`config.mk`:
```
export PLATFORM = sky130hd
export DESIGN_NAME = write_rptr_sync_level_flat
export DESIGN_NICKNAME = d
export VERILOG_FILES = /design/src/rtl/write_rptr_sync_level_if.sv /design/src/rtl/write_rptr_sync_level.sv /design/src/flat_wrapper.sv
export SDC_FILE = /design/constraint.sdc
export NUM_CORES = 1
export LEC_CHECK = 0
export CORE_MARGIN = 2
export CORE_UTILIZATION = 50
export CTS_CLUSTER_SIZE = 16
export DETAILED_ROUTE_END_ITERATION = 10
export PLACE_DENSITY = 0.85
export SLEW_MARGIN = 20
export SYNTH_ARGS = -nofsm -noshare
export SYNTH_HDL_FRONTEND = slang
export SYNTH_SLANG_ARGS = --single-unit
export TNS_END_PERCENT = 30
```
`constraint.sdc`:
```
create_clock -name write_clk -period 7.4 [get_ports write_clk]
set_clock_uncertainty 0.15 [all_clocks]
set_input_delay 1.48 -clock write_clk [delete_from_list [all_inputs] [get_ports write_clk]]
set_output_delay 1.48 -clock write_clk [all_outputs]
set_load 0.01 [all_outputs]
```
`src/rtl/write_rptr_sync_level_if.sv`:
```
// ---------------------------------------------------------------------------
// write_rptr_sync_level_if
// Purpose : bundles the pointer inputs and the derived write-side status of
//           the read-pointer crossing into one port.
// Signals : read_ptr          Gray read pointer from the read domain
//           write_ptr         Gray write pointer, registered in write domain
//           sync_read_ptr     read pointer after the synchroniser
//           read_bin          binary form of sync_read_ptr
//           write_level       occupancy seen from the write side
//           write_almost_full level at or above the almost-full threshold
//           read_moved        one-cycle pulse when the read pointer advanced
//           gray_err          sticky protocol error flag
// Modports: master drives the pointers, slave (the block) drives status.
// ---------------------------------------------------------------------------
interface write_rptr_sync_level_if #(
  parameter int ADDRESS = 3
);
  logic [ADDRESS:0] read_ptr;
  logic [ADDRESS:0] write_ptr;
  logic [ADDRESS:0] sync_read_ptr;
  logic [ADDRESS:0] read_bin;
  logic [ADDRESS:0] write_level;
  logic             write_almost_full;
  logic             read_moved;
  logic             gray_err;

  modport master (
    output read_ptr,
    output write_ptr,
    input  sync_read_ptr,
    input  read_bin,
    input  write_level,
    input  write_almost_full,
    input  read_moved,
    input  gray_err
  );

  modport slave (
    input  read_ptr,
    input  write_ptr,
    output sync_read_ptr,
    output read_bin,
    output write_level,
    output write_almost_full,
    output read_moved,
    output gray_err
  );
endinterface

```
`src/rtl/write_rptr_sync_level.sv`:
```
// ---------------------------------------------------------------------------
// write_rptr_sync_level
// Purpose : write-domain receiver of the async FIFO read pointer. Brings the
//           Gray read pointer into write_clk through a flop chain, then
//           derives the write-side fill level, almost-full flag and a
//           freed-slot pulse against the local Gray write pointer.
// Ports   : write_clk  write-domain clock
//           write_rst  asynchronous active-high reset
//           bus        write_rptr_sync_level_if.slave (pointers in, status out)
// Params  : ADDRESS      FIFO address width, pointers are ADDRESS+1 bits
//           SYNC_STAGES  synchroniser depth, 2..4
//           AFULL_THRESH almost-full level, 1..2**ADDRESS
// Option  : define WRPTR_GRAY_CHECK_EN to build the sticky gray_err checker;
//           otherwise gray_err is tied low and no checker logic exists.
// ---------------------------------------------------------------------------
module write_rptr_sync_level #(
  parameter int ADDRESS      = 3,
  parameter int SYNC_STAGES  = 2,
  parameter int AFULL_THRESH = 6
) (
  input logic                     write_clk,
  input logic                     write_rst,
  write_rptr_sync_level_if.slave  bus
);

  localparam logic [ADDRESS:0] AfullThreshW = (ADDRESS+1)'(AFULL_THRESH);

  logic [SYNC_STAGES-1:0][ADDRESS:0] syncStage_q;
  logic [ADDRESS:0]                  prevRead_q;
  logic [ADDRESS:0]                  readBin_q;
  logic [ADDRESS:0]                  readBin_d;
  logic [ADDRESS:0]                  writeLevel_q;
  logic [ADDRESS:0]                  writeLevel_d;
  logic [ADDRESS:0]                  writeBin;
  logic                              almostFull_q;
  logic                              almostFull_d;
  logic                              readMoved_q;
  logic                              readMoved_d;
  logic [ADDRESS:0]                  syncRead;

  function automatic logic [ADDRESS:0] gray2bin(input logic [ADDRESS:0] g);
    logic [ADDRESS:0] b;
    b[ADDRESS] = g[ADDRESS];
    for (int i = ADDRESS - 1; i >= 0; i--) begin
      b[i] = b[i+1] ^ g[i];
    end
    return b;
  endfunction

  // Plain flop chain; only one bit of the Gray pointer moves per step, so
  // no logic may sit between stages.
  always_ff @(posedge write_clk or posedge write_rst) begin
    if (write_rst) begin
      syncStage_q <= '0;
    end else begin
      syncStage_q[0] <= bus.read_ptr;
      for (int i = 1; i < SYNC_STAGES; i++) begin
        syncStage_q[i] <= syncStage_q[i-1];
      end
    end
  end

  assign syncRead = syncStage_q[SYNC_STAGES-1];

  // Level is a modular subtraction of binary pointers; the extra MSB makes
  // wrap-around of either pointer come out right with no special case.
  always_comb begin
    readBin_d    = gray2bin(syncRead);
    writeBin     = gray2bin(bus.write_ptr);
    writeLevel_d = writeBin - readBin_d;
    almostFull_d = (writeLevel_d >= AfullThreshW);
    readMoved_d  = (syncRead != prevRead_q);
  end

  // Status registers all update on the edge after sync_read_ptr changes,
  // so read_bin, write_level, almost-full and read_moved stay aligned.
  always_ff @(posedge write_clk or posedge write_rst) begin
    if (write_rst) begin
      prevRead_q   <= '0;
      readBin_q    <= '0;
      writeLevel_q <= '0;
      almostFull_q <= 1'b0;
      readMoved_q  <= 1'b0;
    end else begin
      prevRead_q   <= syncRead;
      readBin_q    <= readBin_d;
      writeLevel_q <= writeLevel_d;
      almostFull_q <= almostFull_d;
      readMoved_q  <= readMoved_d;
    end
  end

`ifdef WRPTR_GRAY_CHECK_EN
  localparam logic [ADDRESS:0] DepthW = (ADDRESS+1)'(2**ADDRESS);

  logic             grayErr_q;
  logic             grayErr_d;
  logic [ADDRESS:0] ptrDiff;

  // A legal Gray step flips at most one bit (x & (x-1) clears the lowest
  // set bit); a level beyond the FIFO depth means the pointers disagree.
  always_comb begin
    ptrDiff   = syncRead ^ prevRead_q;
    grayErr_d = grayErr_q;
    if (((ptrDiff & (ptrDiff - 1'b1)) != '0) || (writeLevel_d > DepthW)) begin
      grayErr_d = 1'b1;
    end
  end

  // Sticky until reset so a transient glitch is never lost.
  always_ff @(posedge write_clk or posedge write_rst) begin
    if (write_rst) begin
      grayErr_q <= 1'b0;
    end else begin
      grayErr_q <= grayErr_d;
    end
  end

  assign bus.gray_err = grayErr_q;
`else
  assign bus.gray_err = 1'b0;
`endif

  assign bus.sync_read_ptr     = syncRead;
  assign bus.read_bin          = readBin_q;
  assign bus.write_level       = writeLevel_q;
  assign bus.write_almost_full = almostFull_q;
  assign bus.read_moved        = readMoved_q;

endmodule

```
`src/flat_wrapper.sv`:
```
// flat-port wrapper written by rule: the top's interface ports become plain ports
module write_rptr_sync_level_flat 
#(
  parameter int ADDRESS      = 3,
  parameter int SYNC_STAGES  = 2,
  parameter int AFULL_THRESH = 6
)
  (write_clk, write_rst, bus_read_ptr, bus_write_ptr, bus_sync_read_ptr, bus_read_bin, bus_write_level, bus_write_almost_full, bus_read_moved, bus_gray_err);
  write_rptr_sync_level_if #(.ADDRESS(ADDRESS)) bus_i ();
  input logic write_clk;
  input logic write_rst;
  input wire logic [$bits(bus_i.read_ptr)-1:0] bus_read_ptr;
  input wire logic [$bits(bus_i.write_ptr)-1:0] bus_write_ptr;
  output wire logic [$bits(bus_i.sync_read_ptr)-1:0] bus_sync_read_ptr;
  output wire logic [$bits(bus_i.read_bin)-1:0] bus_read_bin;
  output wire logic [$bits(bus_i.write_level)-1:0] bus_write_level;
  output wire logic [$bits(bus_i.write_almost_full)-1:0] bus_write_almost_full;
  output wire logic [$bits(bus_i.read_moved)-1:0] bus_read_moved;
  output wire logic [$bits(bus_i.gray_err)-1:0] bus_gray_err;
  assign bus_i.read_ptr = bus_read_ptr;
  assign bus_i.write_ptr = bus_write_ptr;
  assign bus_sync_read_ptr = bus_i.sync_read_ptr;
  assign bus_read_bin = bus_i.read_bin;
  assign bus_write_level = bus_i.write_level;
  assign bus_write_almost_full = bus_i.write_almost_full;
  assign bus_read_moved = bus_i.read_moved;
  assign bus_gray_err = bus_i.gray_err;
  write_rptr_sync_level #(.ADDRESS(ADDRESS), .SYNC_STAGES(SYNC_STAGES), .AFULL_THRESH(AFULL_THRESH)) u_core (.write_clk(write_clk), .write_rst(write_rst), .bus(bus_i));
endmodule
```
; ---- Yosys cells after proc, flatten, opt, wreduce, memory -nomap -nowiden
; Cells that the tools add are included.
[totals]
reg_bits = 22
in_bits = 10
output_inout_bits = 15
wordCells = 16
[op_classes]
n_addsub = 1
magnitude_cmp = 1
n_eq_ne = 1
bitwise_logic = 6
[op_table]
columns = operator, n
row1 = $xor 1x1->1, 6
row2 = $ge 4x3->1 const B, 1
row3 = $ne 4x4->1, 1
row4 = $sub 4x4->4, 1

; ---- Logic depth before layout (Yosys ltp)
[depth]
depth_word = 5
depth_mapped = 10
ltp_nobuf = 9

; ---- Worst setup path before layout
; OpenSTA, ideal clock, no wires.
[synth_path]
path_kind = input to register
startpoint = input bus_write_ptr[3]
endpoint = register u_core.almostFull_q, in the netlist u_core.bus.write_almost_full
setup_ps = 137
t_arrival_ps = 3166
t_required_ps = 7113
path_slack_ps = 3947
path_stages = 9
path_buffers = 0
path_cell_list = xnor2_1 > xnor2_1 > xnor2_1 > ha_1 > inv_1 > fa_1 > xor3_2 > nand2_1 > nand3_1
[synth_via]
elab_chain_cells = 5
[synth_lines]
columns = element, line_no
row1 = start: declaration, flat_wrapper.sv:13  ; input wire logic [$bits(bus_i.write_ptr)-1:0] bus_write_ptr;
row2 = $xor 1x1->1 *, write_rptr_sync_level.sv:45  ; b[i] = b[i+1] ^ g[i];
row3 = $xor 1x1->1 (2 in a row), write_rptr_sync_level.sv:45
row4 = $sub 4x4->4 *, write_rptr_sync_level.sv:70  ; writeLevel_d = writeBin - readBin_d;
row5 = named net u_core.writeLevel_d[2], write_rptr_sync_level.sv:33  ; logic [ADDRESS:0] writeLevel_d;
row6 = $ge 4x3->1 *, write_rptr_sync_level.sv:71  ; almostFull_d = (writeLevel_d >= AfullThreshW);
row7 = named net u_core.almostFull_d, write_rptr_sync_level.sv:36  ; logic almostFull_d;
row8 = end signal: assignment, write_rptr_sync_level.sv:88  ; almostFull_q <= almostFull_d;
row9 = end: declaration, write_rptr_sync_level.sv:35  ; logic almostFull_q;
; Mark *: on every way through the listed nets, which the timed path passes. The rest lies on a longest branch.

; ---- Worst setup path in the final report
[layout_path]
startpoint = input bus_write_ptr[3]
endpoint = register u_core.almostFull_q, in the netlist u_core.bus.write_almost_full
[layout_via]
elab_chain_cells = 5
[layout_lines]
columns = element, line_no
row1 = $xor 1x1->1 (3 in a row), write_rptr_sync_level.sv:45
row2 = $sub 4x4->4 *, write_rptr_sync_level.sv:70
row3 = $ge 4x3->1 *, write_rptr_sync_level.sv:71
row4 = named net u_core.almostFull_d, write_rptr_sync_level.sv:36
; Marks and branches as above.

==> metrics.cfg <==
[route]
viasPerCell=4.78
drt_first_pass_iters=4
vias=545
drt_wl_total_um=1360
wl_per_cell_um=11.9
drc_errors=0
drtAntennaViolNets=0
first_iter_violations=4

[place]
io_buffers=23
gp_congestion=0.682
dp_slack_ns=3.20
placed_cells=110
dpl.hpwl_um=1030
postPlaceCellArea_sq_um=1130

[clock_network]
clock_latency_ns=0.29
clock_tree.buffer_depth=2
htree_levels=1
cts_setup_buffers=0
root_buffer=clkbuf_4
path_clk_slew_ns=0.10
hold_buffers=0
cts_made_buffers=3
cts_sinks=21
post_cts_resized=0
cts_tree=done

[global_routing]
gr-usage-all-layers_pct=15.3
grt_pass1_wl_um=2360
antenna_found_initial=0
grt_max_degree=22
grt_pass1_vias=538
grt_overflow=0

[sta]
hold_viol=0
setup_slack_ns=3.47
max_freq_mhz=254
tns_ns=0
slew_headroom_pct=51.4
finalSetupViolCount=0
whs_ns=0.211
min_period_over_period_pct=53.2
rsz0062_at_grt=false
finalMaxSlewViolations=0
layout_min_cycle_time_ns=3.93
worst_pin_slew_ns=0.729

[final_layout]
nets=103
finish.utilization_pct=65.6
finish.instance_area_sq_um=1160
num_antenna_cells=0
drive_gt1_share_pct=7.87
fin_cells=114
area_growth_pct=21.6

[floorplanning]
coreArea_sq_um=1760
die_w_um=47.6
io_pins=25
start_util_pct=54.0
num_rows=15
die_area_sq_um=2270
die-height_um=47.6

[critical_path]
end_kind=flop
critPathKind=input pin to flop
slowest_delay_ns=0.58
worst_setup_path_start_kind=input pin
crit_family=simple AND/OR/NAND/NOR gates
cp.arrival_ns=3.95
crit_fanout=8
crit_top_cell=xnor2_1
crit_path_top_delay_cell=clkdlybuf4s50_1
worst-path-buf-inv=1
crit_path_cell_trace=clkdlybuf4s50_1, xnor2_1, xnor2_1, xnor2_1, ha_1, nor2b_1, nor3_1, nor4_2, nand3_1
required_ns=7.42

[logic_synthesis]
ys_warn_count=0
synth-simple-area-share_pct=10.4
synth_xor_area_share_pct=13.8
avgSynthCellArea_sq_um=13.2
synth-compound-area-share_pct=4.47
ys_seq_area_share_pct=55.2
syn_nets=85
synthAdderAreaFrac_pct=4.73
synthesis.area_sq_um=952
syn-instance-count=72
yosys_register_bits=21
synth_mux_area_share_pct=0
synth_top_family_by_area=XOR/XNOR gates
synth_cell_types=22

[pwr]
peakVddDrop_v=0.000148
p_switching_mw=0.0776
power_density_nw_per_um2=244
p_comb_share_pct=32.6
clkPwrFrac_pct=18.0
seqPwrFrac_pct=49.4
power.total_mw=0.283
intPower_mw=0.205
p_leak_nw=0.511
switching_share_pct=27.4

[job]
drv_cap=0

[run_status]
status=finished, final reports clean

[hold_path]
hold_path.class=flop to flop

==> cell usage in the layout, fill, tap and decap left out <==
cell type and count:
nand3_1 2, ha_1 2, nand4_1 1, fa_1 1, xnor2_1 9, dfrtp_1 21
nor4_2 2, clkdlybuf4s50_1 23, nor4_1 1, nor4b_1 2, clkbuf_1 1, clkbuf_4 3
nand2_1 3, o211a_1 2, conb_1 1, xor2_4 1, nor3_1 1, xor3_2 1
nor2b_1 1, nor2_1 3, inv_1 6, o2111a_1 2
==> state kept, by name, summed over array words and instances (netlist names) <==
name                          flops
u_core.bus.read_bin               3
u_core.bus.read_moved             1
u_core.bus.sync_read_ptr          4
u_core.bus.write_almost_full      1
u_core.bus.write_level            4
u_core.prevRead_q                 4
u_core.syncStage_q                4
==> final cells by class <==
type	count	area, sq um
flip-flops and latches	21	526
well taps	25	31.3
repair buffers	23	230
clock buffers	4	26.3
fillers	144	607
inverters	6	22.5
multi-input cells	35	322
==> power by group through the flow <==
stage | sequential, mW | clock, mW | combinational (mW)
after floorplan | 0.149 | 0 | 0.0475
after global placement | 0.142 | 0 | 0.0887
after CTS | 0.140 | 0.0535 | 0.0921
after detailed placement | 0.142 | 0 | 0.0919
after global routing | 0.142 | 0.0583 | 0.100
final | 0.140 | 0.0509 | 0.0921
==> worst paths after layout <==
| check | from | to | slack, ns | depth (start not counted) |
|---|---|---|---|---|
| setup reg to reg | u_core.bus.sync_read_ptr[3]$_DFF_PP0_ | u_core.bus.write_almost_full$_DFF_PP0_ | 4.43 | 8 |
| setup / recovery | bus_write_ptr[3] | u_core.bus.write_almost_full$_DFF_PP0_ | 3.47 | 9 |
| min in group asynchronous | write_rst | u_core.syncStage_q[3]$_DFF_PP0_ | 1.45 | 2 |
| hold / removal | u_core.syncStage_q[1]$_DFF_PP0_ | u_core.bus.sync_read_ptr[1]$_DFF_PP0_ | 0.21 | 0 |
| max in group asynchronous | write_rst | u_core.bus.sync_read_ptr[0]$_DFF_PP0_ | 5.19 | 2 |
| hold reg to reg | u_core.syncStage_q[1]$_DFF_PP0_ | u_core.bus.sync_read_ptr[1]$_DFF_PP0_ | 0.21 | 0 |
==> layer usage <==
| layer | part of all wire, % | GRT usage, % | vias to the layer above |
|---|---|---|---|
| met5 | 0 | 0 | - |
| met4 | 0 | 7.03 | 0 |
| met3 | 6.7 | 4.15 | 0 |
| met2 | 47 | 21.1 | 23 |
| met1 | 46 | 22.8 | 259 |
| li1 | - | - | 263 |
==> synthesized netlist by cell type <==
cell type | count | area, sq um
o2111a_1 | 2 | 22.5
xnor2_1 | 9 | 78.8
buf_6 | 3 | 33.8
nand3_1 | 2 | 10.0
buf_1 | 1 | 3.75
ha_1 | 2 | 25.0
o211a_1 | 2 | 20.0
conb_1 | 1 | 3.75
xor3_2 | 1 | 25.0
buf_4 | 6 | 45.0
fa_1 | 1 | 20.0
nor4_1 | 1 | 6.26
xor2_4 | 1 | 27.5
dfrtp_1 | 21 | 526
nor3_1 | 1 | 5.00
nor2_1 | 3 | 11.3
nor4b_1 | 2 | 17.5
nor2b_1 | 1 | 6.26
nor4_2 | 2 | 25.0
inv_1 | 6 | 22.5
nand4_1 | 1 | 6.26
nand2_1 | 3 | 11.3
==> kinds of logic (layout without fill, tap and decap cells) <==
logic type,after synthesis,in the layout
flip-flops,21,21
AND/OR/NAND/NOR,16,16
other,1,1
XOR/XNOR,11,11
AO/OA/AOI/OAI,4,4
buffers and inverters,16,33
adder cells (fa/ha/maj),3,3
No activity file was read; power rests on OpenSTA's default activity.
